<file path="config.mk">
export PLATFORM = sky130hd
export DESIGN_NAME = alu_issue_ctrl
export DESIGN_NICKNAME = d
export VERILOG_FILES = /design/src/rtl/alu_issue_ctrl_pkg.sv /design/src/rtl/alu_issue_ctrl_fifo.sv /design/src/rtl/alu_issue_ctrl.sv
export SDC_FILE = /design/constraint.sdc
export NUM_CORES = 1
export LEC_CHECK = 0
export CAP_MARGIN = 0
export CELL_PAD_IN_SITES_DETAIL_PLACEMENT = 0
export CELL_PAD_IN_SITES_GLOBAL_PLACEMENT = 1
export CORE_UTILIZATION = 47
export CTS_CLUSTER_DIAMETER = 200
export DETAILED_ROUTE_END_ITERATION = 12
export GPL_TIMING_DRIVEN = 0
export PLACE_DENSITY = 0.91
export SYNTH_ARGS = -nofsm -noshare
export SYNTH_HDL_FRONTEND = slang
export SYNTH_SLANG_ARGS = --single-unit
</file>
<file path="constraint.sdc">
create_clock -name clk -period 5.4 [get_ports clk]
set_input_delay 1.08 -clock clk [delete_from_list [all_inputs] [get_ports clk]]
set_output_delay 1.08 -clock clk [all_outputs]
set_load 0.03 [all_outputs]
</file>
<file path="src/rtl/alu_issue_ctrl_pkg.sv">
`default_nettype none
// ============================================================================
//  Module   : alu_issue_ctrl_pkg
//  Purpose  : Shared definitions for the ALU issue/capture controller.
//             Contents: ALU opcode encodings, FSM state encoding (2-bit),
//             response flag bit positions, and a helper that identifies
//             the signed arithmetic opcodes.
//  Revision : 1.0  initial release
// ============================================================================
package alu_issue_ctrl_pkg;

    // ALU opcodes
    localparam logic [2:0] OP_UADD = 3'b000;
    localparam logic [2:0] OP_SADD = 3'b001;
    localparam logic [2:0] OP_USUB = 3'b010;
    localparam logic [2:0] OP_SSUB = 3'b011;
    localparam logic [2:0] OP_AND  = 3'b100;
    localparam logic [2:0] OP_OR   = 3'b101;
    localparam logic [2:0] OP_XOR  = 3'b110;
    localparam logic [2:0] OP_DIV2 = 3'b111;

    // Bit positions inside rsp_flags = {carryout, overflow, zero}
    localparam int FLG_C = 2;
    localparam int FLG_V = 1;
    localparam int FLG_Z = 0;

    typedef enum logic [1:0] {
        ST_IDLE  = 2'd0,
        ST_ISSUE = 2'd1,
        ST_WAIT  = 2'd2,
        ST_RESP  = 2'd3
    } state_t;

    // Overflow is only meaningful for the two's-complement opcodes.
    function automatic logic is_signed_op(input logic [2:0] op);
        return (op == OP_SADD) || (op == OP_SSUB);
    endfunction

endpackage
`default_nettype wire

</file>
<file path="src/rtl/alu_issue_ctrl_fifo.sv">
`default_nettype none
// ============================================================================
//  Module   : alu_issue_ctrl_fifo
//  Purpose  : Synchronous request FIFO with registered full/empty flags.
//             Pointers carry one extra wrap bit so full and empty are
//             distinguished without a separate counter.
//  Ports    : clk, rst     clock, synchronous active-high reset
//             i_push       write i_data (ignored while full)
//             i_data       entry to store
//             i_pop        discard head (ignored while empty)
//             o_data       current head entry (first-word fall-through)
//             o_full       registered: DEPTH entries stored
//             o_empty      registered: no entries stored
//  Revision : 1.0  initial release
// ============================================================================
module alu_issue_ctrl_fifo #(
    parameter int WIDTH = 35,
    parameter int DEPTH = 4
) (
    input  logic             clk,
    input  logic             rst,
    input  logic             i_push,
    input  logic [WIDTH-1:0] i_data,
    input  logic             i_pop,
    output logic [WIDTH-1:0] o_data,
    output logic             o_full,
    output logic             o_empty
);

    localparam int AW = $clog2(DEPTH);
    localparam int PW = AW + 1;

    logic [WIDTH-1:0] r_mem [DEPTH];
    logic [PW-1:0]    r_wr_ptr;
    logic [PW-1:0]    r_rd_ptr;
    logic             r_full;
    logic             r_empty;

    logic             w_do_push;
    logic             w_do_pop;
    logic [PW-1:0]    w_wr_nxt;
    logic [PW-1:0]    w_rd_nxt;
    logic [PW-1:0]    w_used_nxt;

    assign w_do_push  = i_push && !r_full;
    assign w_do_pop   = i_pop  && !r_empty;
    assign w_wr_nxt   = w_do_push ? (r_wr_ptr + PW'(1)) : r_wr_ptr;
    assign w_rd_nxt   = w_do_pop  ? (r_rd_ptr + PW'(1)) : r_rd_ptr;
    // Modular difference of the extended pointers is the occupancy.
    assign w_used_nxt = w_wr_nxt - w_rd_nxt;

    always_ff @(posedge clk) begin
        if (rst) begin
            r_wr_ptr <= '0;
            r_rd_ptr <= '0;
            r_full   <= 1'b0;
            r_empty  <= 1'b1;
        end else begin
            r_wr_ptr <= w_wr_nxt;
            r_rd_ptr <= w_rd_nxt;
            r_full   <= (w_used_nxt == PW'(DEPTH));
            r_empty  <= (w_used_nxt == '0);
        end
    end

    // Storage needs no reset: only entries written since reset are ever read.
    always_ff @(posedge clk) begin
        if (w_do_push) begin
            r_mem[r_wr_ptr[AW-1:0]] <= i_data;
        end
    end

    assign o_data  = r_mem[r_rd_ptr[AW-1:0]];
    assign o_full  = r_full;
    assign o_empty = r_empty;

endmodule
`default_nettype wire

</file>
<file path="src/rtl/alu_issue_ctrl.sv">
`default_nettype none
// ============================================================================
//  Module   : alu_issue_ctrl
//  Purpose  : Issue/capture controller in front of a registered ALU with a
//             one-cycle result latency. Requests are queued, issued one at a
//             time on the alu_* operand registers, the result and flags are
//             captured two edges later and offered on a valid/ready response
//             port. Maintains a sticky signed-overflow bit and a 16-bit
//             completed-operation counter.
//  Ports    : clk, reset                   clock, synchronous active-high reset
//             req_valid/ready/a/b/opcode   request handshake and payload
//             alu_a/alu_b/alu_opcode       registered operands to the ALU
//             alu_result/carryout/overflow/zero   ALU outputs
//             rsp_valid/ready/result/flags/opcode response handshake/payload
//             clr_sticky, sticky_ovf       sticky overflow clear / status
//             op_count                     accepted-response counter
//  Revision : 1.0  initial release
// ============================================================================
module alu_issue_ctrl
    import alu_issue_ctrl_pkg::*;
#(
    parameter int NUMBITS = 16,
    parameter int DEPTH   = 4
) (
    input  logic               clk,
    input  logic               reset,
    input  logic               req_valid,
    output logic               req_ready,
    input  logic [NUMBITS-1:0] req_a,
    input  logic [NUMBITS-1:0] req_b,
    input  logic [2:0]         req_opcode,
    output logic [NUMBITS-1:0] alu_a,
    output logic [NUMBITS-1:0] alu_b,
    output logic [2:0]         alu_opcode,
    input  logic [NUMBITS-1:0] alu_result,
    input  logic               alu_carryout,
    input  logic               alu_overflow,
    input  logic               alu_zero,
    output logic               rsp_valid,
    input  logic               rsp_ready,
    output logic [NUMBITS-1:0] rsp_result,
    output logic [2:0]         rsp_flags,
    output logic [2:0]         rsp_opcode,
    input  logic               clr_sticky,
    output logic               sticky_ovf,
    output logic [15:0]        op_count
);

    localparam int FIFO_W = 2 * NUMBITS + 3;

    state_t             r_state;
    logic [NUMBITS-1:0] r_alu_a;
    logic [NUMBITS-1:0] r_alu_b;
    logic [2:0]         r_alu_opcode;
    logic               r_rsp_valid;
    logic [NUMBITS-1:0] r_rsp_result;
    logic [2:0]         r_rsp_flags;
    logic [2:0]         r_rsp_opcode;
    logic               r_sticky_ovf;
    logic [15:0]        r_op_count;

    logic [FIFO_W-1:0]  w_push_data;
    logic [FIFO_W-1:0]  w_head;
    logic               w_full;
    logic               w_empty;
    logic               w_push;
    logic               w_pop;
    logic               w_rsp_fire;
    logic               w_sticky_set;
    logic [2:0]         w_flags;

    // FIFO entry layout: {A, B, opcode}
    assign w_push_data = {req_a, req_b, req_opcode};
    assign w_push      = req_valid && !w_full;
    assign w_rsp_fire  = r_rsp_valid && rsp_ready;

    // The head is taken either from IDLE or back-to-back with a response
    // handshake, so the next op issues on the same edge the response leaves.
    assign w_pop = !w_empty &&
                   ((r_state == ST_IDLE) || ((r_state == ST_RESP) && w_rsp_fire));

    assign w_sticky_set = (r_state == ST_WAIT) && alu_overflow &&
                          is_signed_op(r_alu_opcode);

    always_comb begin
        w_flags        = '0;
        w_flags[FLG_C] = alu_carryout;
        w_flags[FLG_V] = alu_overflow;
        w_flags[FLG_Z] = alu_zero;
    end

    alu_issue_ctrl_fifo #(
        .WIDTH (FIFO_W),
        .DEPTH (DEPTH)
    ) u_fifo (
        .clk     (clk),
        .rst     (reset),
        .i_push  (w_push),
        .i_data  (w_push_data),
        .i_pop   (w_pop),
        .o_data  (w_head),
        .o_full  (w_full),
        .o_empty (w_empty)
    );

    always_ff @(posedge clk) begin
        if (reset) begin
            r_state      <= ST_IDLE;
            r_alu_a      <= '0;
            r_alu_b      <= '0;
            r_alu_opcode <= '0;
            r_rsp_valid  <= 1'b0;
            r_rsp_result <= '0;
            r_rsp_flags  <= '0;
            r_rsp_opcode <= '0;
            r_sticky_ovf <= 1'b0;
            r_op_count   <= '0;
        end else begin
            case (r_state)
                ST_IDLE: begin
                    if (w_pop) begin
                        r_alu_a      <= w_head[FIFO_W-1 -: NUMBITS];
                        r_alu_b      <= w_head[3 +: NUMBITS];
                        r_alu_opcode <= w_head[2:0];
                        r_state      <= ST_ISSUE;
                    end
                end
                // Operands are stable; the ALU registers its result here.
                ST_ISSUE: begin
                    r_state <= ST_WAIT;
                end
                ST_WAIT: begin
                    r_rsp_result <= alu_result;
                    r_rsp_flags  <= w_flags;
                    r_rsp_opcode <= r_alu_opcode;
                    r_rsp_valid  <= 1'b1;
                    r_state      <= ST_RESP;
                end
                ST_RESP: begin
                    if (w_rsp_fire) begin
                        r_op_count  <= r_op_count + 16'd1;
                        r_rsp_valid <= 1'b0;
                        if (w_pop) begin
                            r_alu_a      <= w_head[FIFO_W-1 -: NUMBITS];
                            r_alu_b      <= w_head[3 +: NUMBITS];
                            r_alu_opcode <= w_head[2:0];
                            r_state      <= ST_ISSUE;
                        end else begin
                            r_state <= ST_IDLE;
                        end
                    end
                end
                default: begin
                    r_state <= ST_IDLE;
                end
            endcase

            // A capture-time overflow takes priority over a same-cycle clear.
            if (w_sticky_set) begin
                r_sticky_ovf <= 1'b1;
            end else if (clr_sticky) begin
                r_sticky_ovf <= 1'b0;
            end
        end
    end

    assign req_ready  = !w_full;
    assign alu_a      = r_alu_a;
    assign alu_b      = r_alu_b;
    assign alu_opcode = r_alu_opcode;
    assign rsp_valid  = r_rsp_valid;
    assign rsp_result = r_rsp_result;
    assign rsp_flags  = r_rsp_flags;
    assign rsp_opcode = r_rsp_opcode;
    assign sticky_ovf = r_sticky_ovf;
    assign op_count   = r_op_count;

endmodule
`default_nettype wire

</file>
* Word-level counts from Yosys, hierarchy flattened
Memory sizes are Yosys's and may differ from the RTL's. A register that Yosys moved wholly into a read port is not among the register bits.
Cells that the tools add are included.
** Word-level totals
- Register bits after elaboration :: 85
- Output and inout port bits :: 76
- RAM bits :: 140
- Memories kept :: 1
- Logic and storage cells :: 70
** Cells by class
- $add $sub $neg :: 4
- Muxes and demuxes :: 22
- Equal/unequal tests :: 8
- Reduce and logical (&&, ||, !) cells :: 21
** Memory list
- u_fifo.r_mem :: depth 4, bits a word 35, rd ports 1, clocked after memory_dff 1, wr ports 1, RTL line alu_issue_ctrl_fifo.sv:33 : logic [WIDTH-1:0] r_mem [DEPTH];
** Operators by type and width (number)
- 2-to-1 mux 16 bit :: 4
- one-hot mux 16 bit (2 select lines) :: 2
- adder 16 x 1 -> 16 bit, second input constant :: 1
- 2-to-1 mux 3 bit :: 4
- logical AND 1 bit :: 8
- one-hot mux 2 bit (4 select lines) :: 1
- AND reduction 2 bit :: 4
- adder 3 x 1 -> 3 bit, second input constant :: 2
- 2-to-1 mux 1 bit :: 6
- 2-to-1 mux 2 bit :: 3
- one-hot mux 3 bit (2 select lines) :: 1
- nonzero test 2 bit :: 3
- equality test 2 bit, second input constant :: 2
- equality test 3 x 1 -> 1 bit, second input constant :: 1
- equality test 3 x 2 -> 1 bit, second input constant :: 1
- equality test 3 bit, second input constant :: 1
- logical NOT 3 bit :: 1
- subtractor 3 bit :: 1
- equality test 2 x 1 -> 1 bit, second input constant :: 1
- logical NOT 1 bit :: 2
- logical NOT 2 bit :: 1
- logical OR 1 bit :: 2
- != test 2 x 1 -> 1 bit, second input constant :: 1
- != test 2 bit, second input constant :: 1
- one-hot mux 1 bit (2 select lines) :: 1

* Depth between registers and ports, before layout
- Depth in word-level cells :: 8
- Gate-level depth with buffers :: 11
- Depth with buffers taken out :: 11

* Hierarchy
A second synthesis with hierarchy kept.
** Second synthesis, totals
- Cells, all modules :: 567
- Area total of the unflattened synthesis :: 8439.3 um2
** Modules (own cells, without submodules)
- alu_issue_ctrl_fifo :: cells each 227, times used 1, sequential area each 4364.2 um2, area an instance 5507.8 um2
- alu_issue_ctrl :: cells each 340, times used 1, sequential area each 1541.5 um2, area an instance 2931.6 um2

* Least setup slack after synthesis
Ideal clock, no wire load.
- Kind :: input -> register
- Start :: in req_valid
- End :: mem u_fifo.r_mem[0][0], enable pin
- Data required time :: 5.005 ns
- Buffers on the path :: 0
- Arrival :: 2.262 ns
- Setup slack :: 2.742 ns
- Stages on the path :: 2
- Cell sequence :: nor2b_1 and2_1
** Between the ends
- Longest elaborated chain between the ends :: 4
** RTL lines
- start, declared :: RTL line alu_issue_ctrl.sv:27 : input logic req_valid,
- logical AND 1 bit :: RTL line alu_issue_ctrl.sv:74 : assign w_push = req_valid && !w_full;
- logical AND 1 bit :: RTL line alu_issue_ctrl_fifo.sv:45 : assign w_do_push = i_push && !r_full;
- 2-to-1 mux 1 bit :: RTL line alu_issue_ctrl_fifo.sv:68 : if (w_do_push) begin
- 2-to-1 mux 1 bit (not written as such) :: RTL line alu_issue_ctrl_fifo.sv:69 : r_mem[r_wr_ptr[AW-1:0]] <= i_data;
- end, declared :: RTL line alu_issue_ctrl_fifo.sv:33
No other way between the ends.

* Final worst setup path
- Start :: in rsp_ready
- End :: reg u_fifo.r_empty (netlist: u_fifo.o_empty)
** Between the ends
- Longest elaborated chain between the ends :: 8
** RTL lines
- start, declared :: RTL line alu_issue_ctrl.sv:40 : input logic rsp_ready,
- logical AND 1 bit :: RTL line alu_issue_ctrl.sv:75 : assign w_rsp_fire = r_rsp_valid && rsp_ready;
- logical AND 1 bit :: RTL line alu_issue_ctrl.sv:80 : ((r_state == ST_IDLE) || ((r_state == ST_RESP) && w_rsp_fire));
- logical OR 1 bit :: RTL line alu_issue_ctrl.sv:80
- logical AND 1 bit :: RTL line alu_issue_ctrl.sv:79 : assign w_pop = !w_empty &&
- logical AND 1 bit :: RTL line alu_issue_ctrl_fifo.sv:46 : assign w_do_pop = i_pop && !r_empty;
- 2-to-1 mux 3 bit :: RTL line alu_issue_ctrl_fifo.sv:48 : assign w_rd_nxt = w_do_pop ? (r_rd_ptr + PW'(1)) : r_rd_ptr;
- subtractor 3 bit :: RTL line alu_issue_ctrl_fifo.sv:50 : assign w_used_nxt = w_wr_nxt - w_rd_nxt;
- logical NOT 3 bit :: RTL line alu_issue_ctrl_fifo.sv:62 : r_empty <= (w_used_nxt == '0);
- end signal, assigned :: RTL line alu_issue_ctrl_fifo.sv:62
- end, declared :: RTL line alu_issue_ctrl_fifo.sv:37 : logic r_empty;
No other way between the ends.
A chain may end at the register's enable or synchronous reset.

==> run summary <==
Leakage power: 3.62 nW
Synthesis Warnings: 0
Mapped Cells: 563
Cell Int Power: 3.72 mW
Status: finished clean
Comb power frac: 28.5%
GRT Residual Overflow: 0
CP max FO: 6
Post_cts resized: 0
Sw frac: 30.3%
Number of hold buffers added after cts: 0
Max Fclk: 339 MHz
Ant diodes: 0
# Post-CTS Setup Buffers: 0
Later-pin clock latency in the skew report: 0.52 ns
Required time worst endpoint: 5.81 ns
Via density: 5.27
H-tree depth: 1
Fill cells: 1,260
Worst slew pin tran: 0.905 ns
Die extent in x: 136 um
Pre-CTS setup slack: 1.95 ns
Worst Setup End Kind: register
Period utilization: 54.6%
Compound-cell area share of the yosys netlist: 3.15%
Top-area cell type share of the netlist area: 50.1%
Clock share of power: 29.7%
Final setup vio count: 0
Reg2Reg Depth: 8
Startpoint Class: primary input
Post-Syn Area: 8390 sq um
XOR/XNOR share of the synthesized area: 2.09%
Total routed wirelength: 17,600 um
DP HPWL: 11,700 um
Post-route core utilization: 62.4%
Starting DRT DRC Count: 198
Power Dens Cells: 493 nW/um^2
Final nets: 794
Share of cells above drive strength 1: 12.7%
Initial antenna violation count: 0
Max-slew headroom: 39.6%
Detailed Routing Iterations Pass 1: 4
Rows: 48
Most instantiated library cell after synthesis: edfxtp_1
Wire per inst: 18.3 um
Simple-Gate Fraction of Synth Area: 8.45%
Total Routing Usage GR: 19.7%
Clk buf depth: 3
CTS sink cnt: 225
R2R setup slack: 2.86 ns
I/O pin cnt: 135
CP Class: in2reg
Final worst setup slack: 2.45 ns
Clk_skew: 0.0186 ns
Synth Register Bits: 225
Synth Flop Type: edfxtp_1
Clock Pin Slew Worst Setup and Hold Paths: 0.06 ns
DR DRC count: 0
Initial Utilization: 48.4%
Number of global-route vias before repair: 5,318
Fin. max-slew vios: 0
Sequential Power Share: 41.8%
Syn_area_per_cell: 14.9 sq um
Fin. Hold Viols: 0
Total power: 5.34 mW
Mux cell area share after synthesis: 12.3%
Reg2Reg Launch Point: u_fifo.r_rd_ptr[1]$_SDFF_PP0_
Largest area contributor in the netlist: edfxtp_1
Critical path origin: rsp_ready
Largest family of logic cells by synthesized area: multiplexers
Minimum clock period: 2.95 ns
Post-Synth Adder-Cell Area: 1.79%
Port Buffers: 133
Die Y: 136 um
End of the worst register-to-register path: u_fifo.o_empty$_SDFF_PP1_
Max-cap viol count: 0
Worst path arrival time: 3.36 ns
VDD IR-drop max: 0.375 mV
Number of CTS-inserted buffers: 22
Global-route wire length before repair: 27,800 um
Post-synthesis cell type count: 39
Root Buffer: clkbuf_16
Number of routed nets with antenna violations: 0
Async S/R FF share, synth: 0%
Largest net degree at the start of global routing: 36
Placer Congestion: 0.814
Seq/Total Area, Yosys: 70.4%
Core Footprint: 17,400 sq um
Post-synth EDFFs: 140
Worst Hold Class: reg2reg
Crit path capture: u_fifo.o_empty$_SDFF_PP1_
Ranking of synthesized cells by area: edfxtp_1 50%, dfxtp_1 20%, mux4_2 9.4%, nand2_1 3.7%, mux2i_1 2.9%
Setup TNS: 0 ns
Die ar.: 18,400 sq um
CTS tree: yes
Sw Pwr: 1.62 mW
Leading post-synthesis cells by instance count: 140 x edfxtp_1, 85 x dfxtp_1, 82 x nand2_1
Synthesized Nets: 634
Vias: 5,075
Layout area overhead: 29.1%
RSZ-0062 raised after global routing: no
[worst min-delay path by stage]
stage	start	cells past startpoint	endpoint	slack (ns)
floorplan	u_fifo.r_wr_ptr[2]$_SDFF_PP0_	2	u_fifo.r_wr_ptr[2]$_SDFF_PP0_	0.49
global placement	alu_b[3]$_SDFFE_PP0P_	2	alu_b[3]$_SDFFE_PP0P_	0.44
detailed placement	alu_a[0]$_SDFFE_PP0P_	2	alu_a[0]$_SDFFE_PP0P_	0.45
CTS	alu_a[0]$_SDFFE_PP0P_	2	alu_a[0]$_SDFFE_PP0P_	0.46
global route	alu_b[1]$_SDFFE_PP0P_	2	alu_b[1]$_SDFFE_PP0P_	0.48
finish	alu_a[0]$_SDFFE_PP0P_	2	alu_a[0]$_SDFFE_PP0P_	0.46
[power groups by stage]
stage          clock (mW)  sequential, mW  combinational [mW]
3_5_place_dp            0            2.26                1.53
6_report             1.59            2.23                1.52
2_1_floorplan           0            2.48               0.739
3_3_place_gp            0            2.26                1.47
5_1_grt              1.67            2.25                1.64
4_1_cts              1.61            2.23                1.54
[cells in the final DEF, fill, tap and decap left out, drive strengths merged]
master / count
a21o: 1
a21oi: 41
a221oi: 1
a22oi: 1
a31o: 1
a31oi: 1
and2: 3
and3: 2
and4: 2
buf: 18
bufinv: 3
clkbuf: 43
clkdlybuf4s50: 133
clkinv: 6
dfxtp: 85
edfxtp: 140
ha: 12
inv: 8
mux2i: 24
mux4: 35
nand2: 82
nand2b: 2
nand3: 5
nand3b: 1
nand4: 4
nand4b: 1
nor2: 46
nor2b: 5
nor3: 4
nor3b: 1
nor4: 1
o21ai: 3
or2: 1
or3: 2
xnor2: 10
xor2: 10
[flip-flops by register name, indices dropped and copies added (netlist names)]
register	flops
u_fifo.r_rd_ptr	3
rsp_flags	3
r_state	2
alu_b	16
alu_opcode	3
u_fifo.o_full	1
rsp_opcode	3
sticky_ovf	1
u_fifo.r_wr_ptr	3
op_count	16
alu_a	16
u_fifo.o_empty	1
rsp_valid	1
u_fifo.r_mem	140
rsp_result	16
[critical path, cell delays in order]
cell and delay, ns:
clkdlybuf4s50_1 0.58, a31oi_1 0.17, nor2_1 0.23, mux2i_1 0.31
ha_1 0.30, a21oi_1 0.16, xor2_1 0.18, xnor2_1 0.10
a31o_2 0.25
[per-stage QoR]
stage,instance area [sq um],hold WS [ns],instances
6_report,10800,0.456,963
5_1_grt,10800,0.476,963
4_1_cts,10800,0.455,963
3_5_place_dp,10100,0.449,924
3_3_place_gp,10000,0.444,921
2_1_floorplan,8390,0.486,563
[cell families after synthesis]
logic type      count (synthesis)
simple gates                  162
compound gates                 49
mux                            59
buf+inv                        36
fa+ha+maj                      12
flops                         225
xor+xnor                       20
[per-layer routing]
metal	GRT usage [%]	up-vias	wire length (um)
met5	0	-	0
met4	4.49	0	348
met3	3.97	25	1280
met2	34.2	184	8710
met1	25.4	2500	7290
li1	-	2366	-
[area by class of cell]
cell class / instances / area, sq um / area share (%)
Sequential cell: 225 / 5910 / 54.5
Multi-Input combinational cell: 302 / 2330 / 21.5
Timing Repair Buffer: 136 / 1390 / 12.8
Clock buffer: 30 / 621 / 5.73
Tap cell: 225 / 282 / 2.60
Clock inverter: 9 / 141 / 1.31
Buffer: 28 / 130 / 1.20
Inverter: 8 / 30.0 / 0.277
Power figures use the tool's default switching activity.
